--- src/rtl/life_scheduler_pkg.sv ---
// Shared types and widths for the generation scheduler and its neighbours.
package life_scheduler_pkg;

    localparam int LOG_MAX_SPEED = 4;

    typedef enum logic [1:0] {
        IDLE,
        START,
        RUN,
        SWAP
    } sched_state_t;

endpackage

--- src/rtl/life_scheduler.sv ---
// Per-frame generation scheduler: launches one life_logic pass per accepted
// frame tick, applies pause/step policy via speed_out and flips the display buffer.
module life_scheduler
    import life_scheduler_pkg::*;
#(
    parameter int DONE_GUARD = 4,
    parameter int GEN_W      = 16
) (
    input  logic                     clk_in,
    input  logic                     rst_n_in,
    input  logic                     frame_tick_in,
    input  logic                     pause_in,
    input  logic                     step_in,
    input  logic [LOG_MAX_SPEED-1:0] speed_in,
    input  logic                     logic_done_in,
    input  logic                     clr_overrun_in,
    output logic                     start_out,
    output logic [LOG_MAX_SPEED-1:0] speed_out,
    output logic                     swap_out,
    output logic                     busy_out,
    output logic [GEN_W-1:0]         gen_count_out,
    output logic                     overrun_out
);

    localparam int                  GUARD_W    = $clog2(DONE_GUARD + 1);
    localparam logic [GUARD_W-1:0]  GUARD_LOAD = GUARD_W'(DONE_GUARD - 1);

    sched_state_t       state;
    logic [GUARD_W-1:0] guard_cnt;
    logic               step_pending;

    // NOTE: every output is a flop; start_out is defaulted low at the top of the
    // clocked branch so it can only ever be a one-cycle pulse.
    always_ff @(posedge clk_in or negedge rst_n_in) begin
        if (!rst_n_in) begin
            state         <= IDLE;
            guard_cnt     <= '0;
            step_pending  <= 1'b0;
            start_out     <= 1'b0;
            speed_out     <= '0;
            swap_out      <= 1'b0;
            busy_out      <= 1'b0;
            gen_count_out <= '0;
            overrun_out   <= 1'b0;
        end else begin
            start_out <= 1'b0;

            case (state)
                IDLE: begin
                    if (frame_tick_in && logic_done_in) begin
                        state     <= START;
                        start_out <= 1'b1;
                        busy_out  <= 1'b1;
                    end
                end
                START: begin
                    if (!pause_in) begin
                        speed_out <= speed_in;
                    end else if (step_pending) begin
                        speed_out    <= '1;
                        step_pending <= 1'b0;
                    end else begin
                        speed_out <= '0;
                    end
                    guard_cnt <= GUARD_LOAD;
                    state     <= RUN;
                end
                RUN: begin
                    // done may still be high from the previous pass until life_logic reacts
                    if (guard_cnt != '0) begin
                        guard_cnt <= guard_cnt - 1'b1;
                    end else if (logic_done_in) begin
                        state <= SWAP;
                    end
                end
                SWAP: begin
                    swap_out      <= ~swap_out;
                    gen_count_out <= gen_count_out + 1'b1;
                    busy_out      <= 1'b0;
                    state         <= IDLE;
                end
                default: state <= IDLE;
            endcase

            // A fresh step request outranks consumption of the previous one.
            if (!pause_in) begin
                step_pending <= 1'b0;
            end else if (step_in) begin
                step_pending <= 1'b1;
            end

            if (frame_tick_in && (state != IDLE || !logic_done_in)) begin
                overrun_out <= 1'b1;
            end else if (clr_overrun_in) begin
                overrun_out <= 1'b0;
            end
        end
    end

endmodule

--- config.mk ---
export PLATFORM = sky130hd
export DESIGN_NAME = life_scheduler
export DESIGN_NICKNAME = d
export VERILOG_FILES = /design/src/rtl/life_scheduler_pkg.sv /design/src/rtl/life_scheduler.sv
export SDC_FILE = /design/constraint.sdc
export NUM_CORES = 1
export LEC_CHECK = 0
export CORE_ASPECT_RATIO = 0.5
export CORE_UTILIZATION = 50
export CTS_CLUSTER_DIAMETER = 150
export DETAILED_ROUTE_END_ITERATION = 7
export PLACE_DENSITY = 0.81
export SLEW_MARGIN = 20
export SYNTH_ARGS = -nofsm -noshare
export SYNTH_HDL_FRONTEND = slang
export SYNTH_SLANG_ARGS = --single-unit
export TNS_END_PERCENT = 1
--- constraint.sdc ---
create_clock -name clk_in -period 4.5 [get_ports clk_in]
set_input_delay 0.675 -clock clk_in [delete_from_list [all_inputs] [get_ports clk_in]]
set_output_delay 0.675 -clock clk_in [all_outputs]
set_load 0.01 [all_outputs]
==> impl_results.md <==
- Grt ovf: 0
- CP Data Required Time: 3830 ps
- Critical path endpoint category: primary output
- WL met1: 1230 µm
- Power per cell area: 556 nW/µm²
- Routed WL per cell: 12.9 µm
- Final Max Tran Viols: 0
- Fin crit share: 45.0%
- Sequential fraction of the synthesis area: 52.9%
- Worst-path maximum fanout: 5
- Number of fill cells: 195
- Max Used Layer: met4
- Post-layout util: 71.3%
- Met2 WL: 1230 µm
- Initial core utilization: 53.6%
- Clock latency on the worst-skew pair: 290 ps
- GRT Util Overall: 18.6%
- CTS tree: yes
- Largest net degree at the start of global routing: 31
- Setup repair bufs after CTS: 0
- P_leak: 0.861 nW
- WHS Path Cells: 1
- Slowest-stage cell, CP: clkdlybuf4s50_1
- Reg2reg setup slack: 2790 ps
- Core ar.: 2650 µm²
- Clk_skew: 3.81 ps
- Final Setup Violations: 0
- Dpl ws: 2530 ps
- CTS Root Cell: clkbuf_8
- Area Overhead vs Synth: 33.1%
- DRC Markers: 0
- Die ar.: 3070 µm²
- Arr. time, crit path: 1350 ps
- WL met3: 93 µm
- Max-Cap Viols: 0
- DP Cell Count: 195
- Outcome: finished, final reports clean
- Post-CTS Resized: 0
- ANT cells: 0
- Setup ws final: 2480 ps
- DR iter-0 viols: 46
- Worst Path Buf+Inv: 1
- CP top delay family: buffers and inverters
- DP Wirelength: 1880 µm
- Reg2reg path depth: 5
- Max-slew headroom: 73.6%
- Gpl congestion: 0.727
- Design Power: 1.05 mW
- Vias: 1,010
- Row count: 13
- Routed vias/inst: 4.98
- Final nets: 185
- RSZ-0062 raised after global routing: false
- Clock Sink Count: 30
- Clock Tree Buf Depth: 2
- TNS Setup: 0 ps
- Crit path largest cell delay: 580 ps
- Crit Path Class: reg2out
- Initial antenna violation count: 0
- Max Clk Rate: 494 MHz
- Layout Cells excl Fill: 203
- CP cell instances: clkdlybuf4s50_1
- Worst setup SP type: flip-flop
- Die span in y: 39.7 µm
- Die X: 77.4 µm
- Clock transition at path regs: 70 ps
- Fin crit period: 2020 ps
- I/O pin count: 35
- Synth Register Bits: 30
- Layout cell share with drive strength beyond 1: 7.83%
- Mapped Cells: 126
- Routed Antenna Nets: 0
- Worst vdd ir: 0.000330 V
- Synth warn: 0
- First-pass GRT wire length: 4000 µm
- Vias in the first global route: 875
- Mapped Area: 1420 µm²
- Htree depth: 2
- DRT Wirelength: 2610 µm
- Min-Delay Path Class: reg2reg
- CP Depth: 1
- Syn_nets: 146
- CTS Hold Buffers Added: 0
- DR pass1 iterations: 4
- Slew @ Worst Pin: 397 ps
- Cell variety after synth: 26
- Hold Vio Cnt, Final: 0
- Syn Area/Cell: 11.3 µm²
- PortBufs: 34
- TritonCTS Buffers: 5
-- kinds of logic (layout without fill, tap and decap cells) --
family	count (synthesis)	count (layout)	share of synthesized area, %
buffers and inverters	11	51	3.44
muxes	6	6	4.41
AOI/OAI and AO/OA	13	13	5.64
adders and majority gates	9	9	7.93
DFF	30	30	52.9
xor gates and xnor gates	16	16	9.87
and+or+nand+nor	41	41	15.9
-- placed cells by master, fill, tap and decap left out, types with 2 or more instances in the layout --
| cell | Yosys | routed |
|---|---|---|
| clkdlybuf4s50_1 | 0 | 34 |
| dfrtp_1 | 30 | 30 |
| xnor2_1 | 12 | 12 |
| nor2_1 | 10 | 10 |
| nand2_1 | 10 | 10 |
| ha_1 | 9 | 9 |
| inv_1 | 8 | 8 |
| nand3_1 | 7 | 7 |
| a21oi_1 | 6 | 6 |
| clkbuf_8 | 0 | 6 |
| nand4_1 | 4 | 4 |
| xor2_1 | 4 | 4 |
| mux2i_1 | 4 | 4 |
| and3_1 | 2 | 2 |
| mux2_2 | 2 | 2 |
| nor2b_1 | 2 | 2 |
| a2bb2oi_1 | 2 | 2 |
| o21ai_0 | 2 | 2 |
| o21a_1 | 2 | 2 |
-- worst paths after layout --
kind / to / start
hold / removal: swap_out / swap_out
hold reg to reg: swap_out / swap_out
min in group asynchronous: gen_count_out[11] / rst_n_in
setup reg to reg: gen_count_out[10] / state[1]
setup / recovery: gen_count_out[2] / gen_count_out[2]
max in group asynchronous: guard_cnt[2] / rst_n_in
-- through the flow --
step | hold WS, ps | area [µm²]
2_1_floorplan | 379 | 1420
3_3_place_gp | 456 | 1800
3_5_place_dp | 454 | 1800
4_1_cts | 467 | 1890
5_1_grt | 494 | 1890
6_report | 464 | 1890
-- power by group --
part / leakage [nW] / internal (mW) / switching (mW)
Sequential: 0.378 / 0.344 / 0.0763
Combinational: 0.436 / 0.211 / 0.190
Clock: 0.0472 / 0.123 / 0.108
Total: 0.861 / 0.677 / 0.375
-- metal layers --
metal  vias to the layer above  track usage (%)
met5                         -                0
met4                         0             11.3
li1                        506                -
met3                         6             6.28
met1                       481             22.4
met2                        17             30.1
-- state kept, by name, indices dropped and copies added (netlist names) --
signal         cells
swap_out           1
step_pending       1
start_out          1
busy_out           1
speed_out          4
guard_cnt          3
overrun_out        1
gen_count_out     16
state              2
-- final cells by class --
type | instances | area [µm²] | area share [%]
sequential | 30 | 751 | 39.7
clock inverter | 2 | 12.5 | 0.662
clock buffer | 6 | 82.6 | 4.37
timing repair buffer | 35 | 348 | 18.4
inverter | 8 | 30.0 | 1.59
tap | 37 | 46.3 | 2.45
multi-input combinational | 85 | 621 | 32.8
-- cells in the mapped netlist --
library cell | count | area (µm²)
nor2_1 | 10 | 37.5
nor3_1 | 1 | 5.00
dfrtp_1 | 30 | 751
nand4_4 | 1 | 21.3
xnor2_1 | 12 | 105
a21oi_1 | 6 | 30.0
nor2b_1 | 2 | 12.5
mux2i_1 | 4 | 40.0
a2bb2oi_1 | 2 | 17.5
nand3b_1 | 1 | 7.51
buf_6 | 1 | 11.3
and4_1 | 1 | 8.76
ha_1 | 9 | 113
a21o_1 | 1 | 7.51
o21ai_0 | 2 | 10.0
nand4_1 | 4 | 25.0
xor2_1 | 4 | 35.0
o21a_1 | 2 | 15.0
and3_1 | 2 | 12.5
nand2b_1 | 1 | 6.26
nand2_1 | 10 | 37.5
clkbuf_1 | 2 | 7.51
nand3_1 | 7 | 35.0
nor3_4 | 1 | 16.3
mux2_2 | 2 | 22.5
inv_1 | 8 | 30.0
Note: power is estimated with default switching activity, not from simulation.
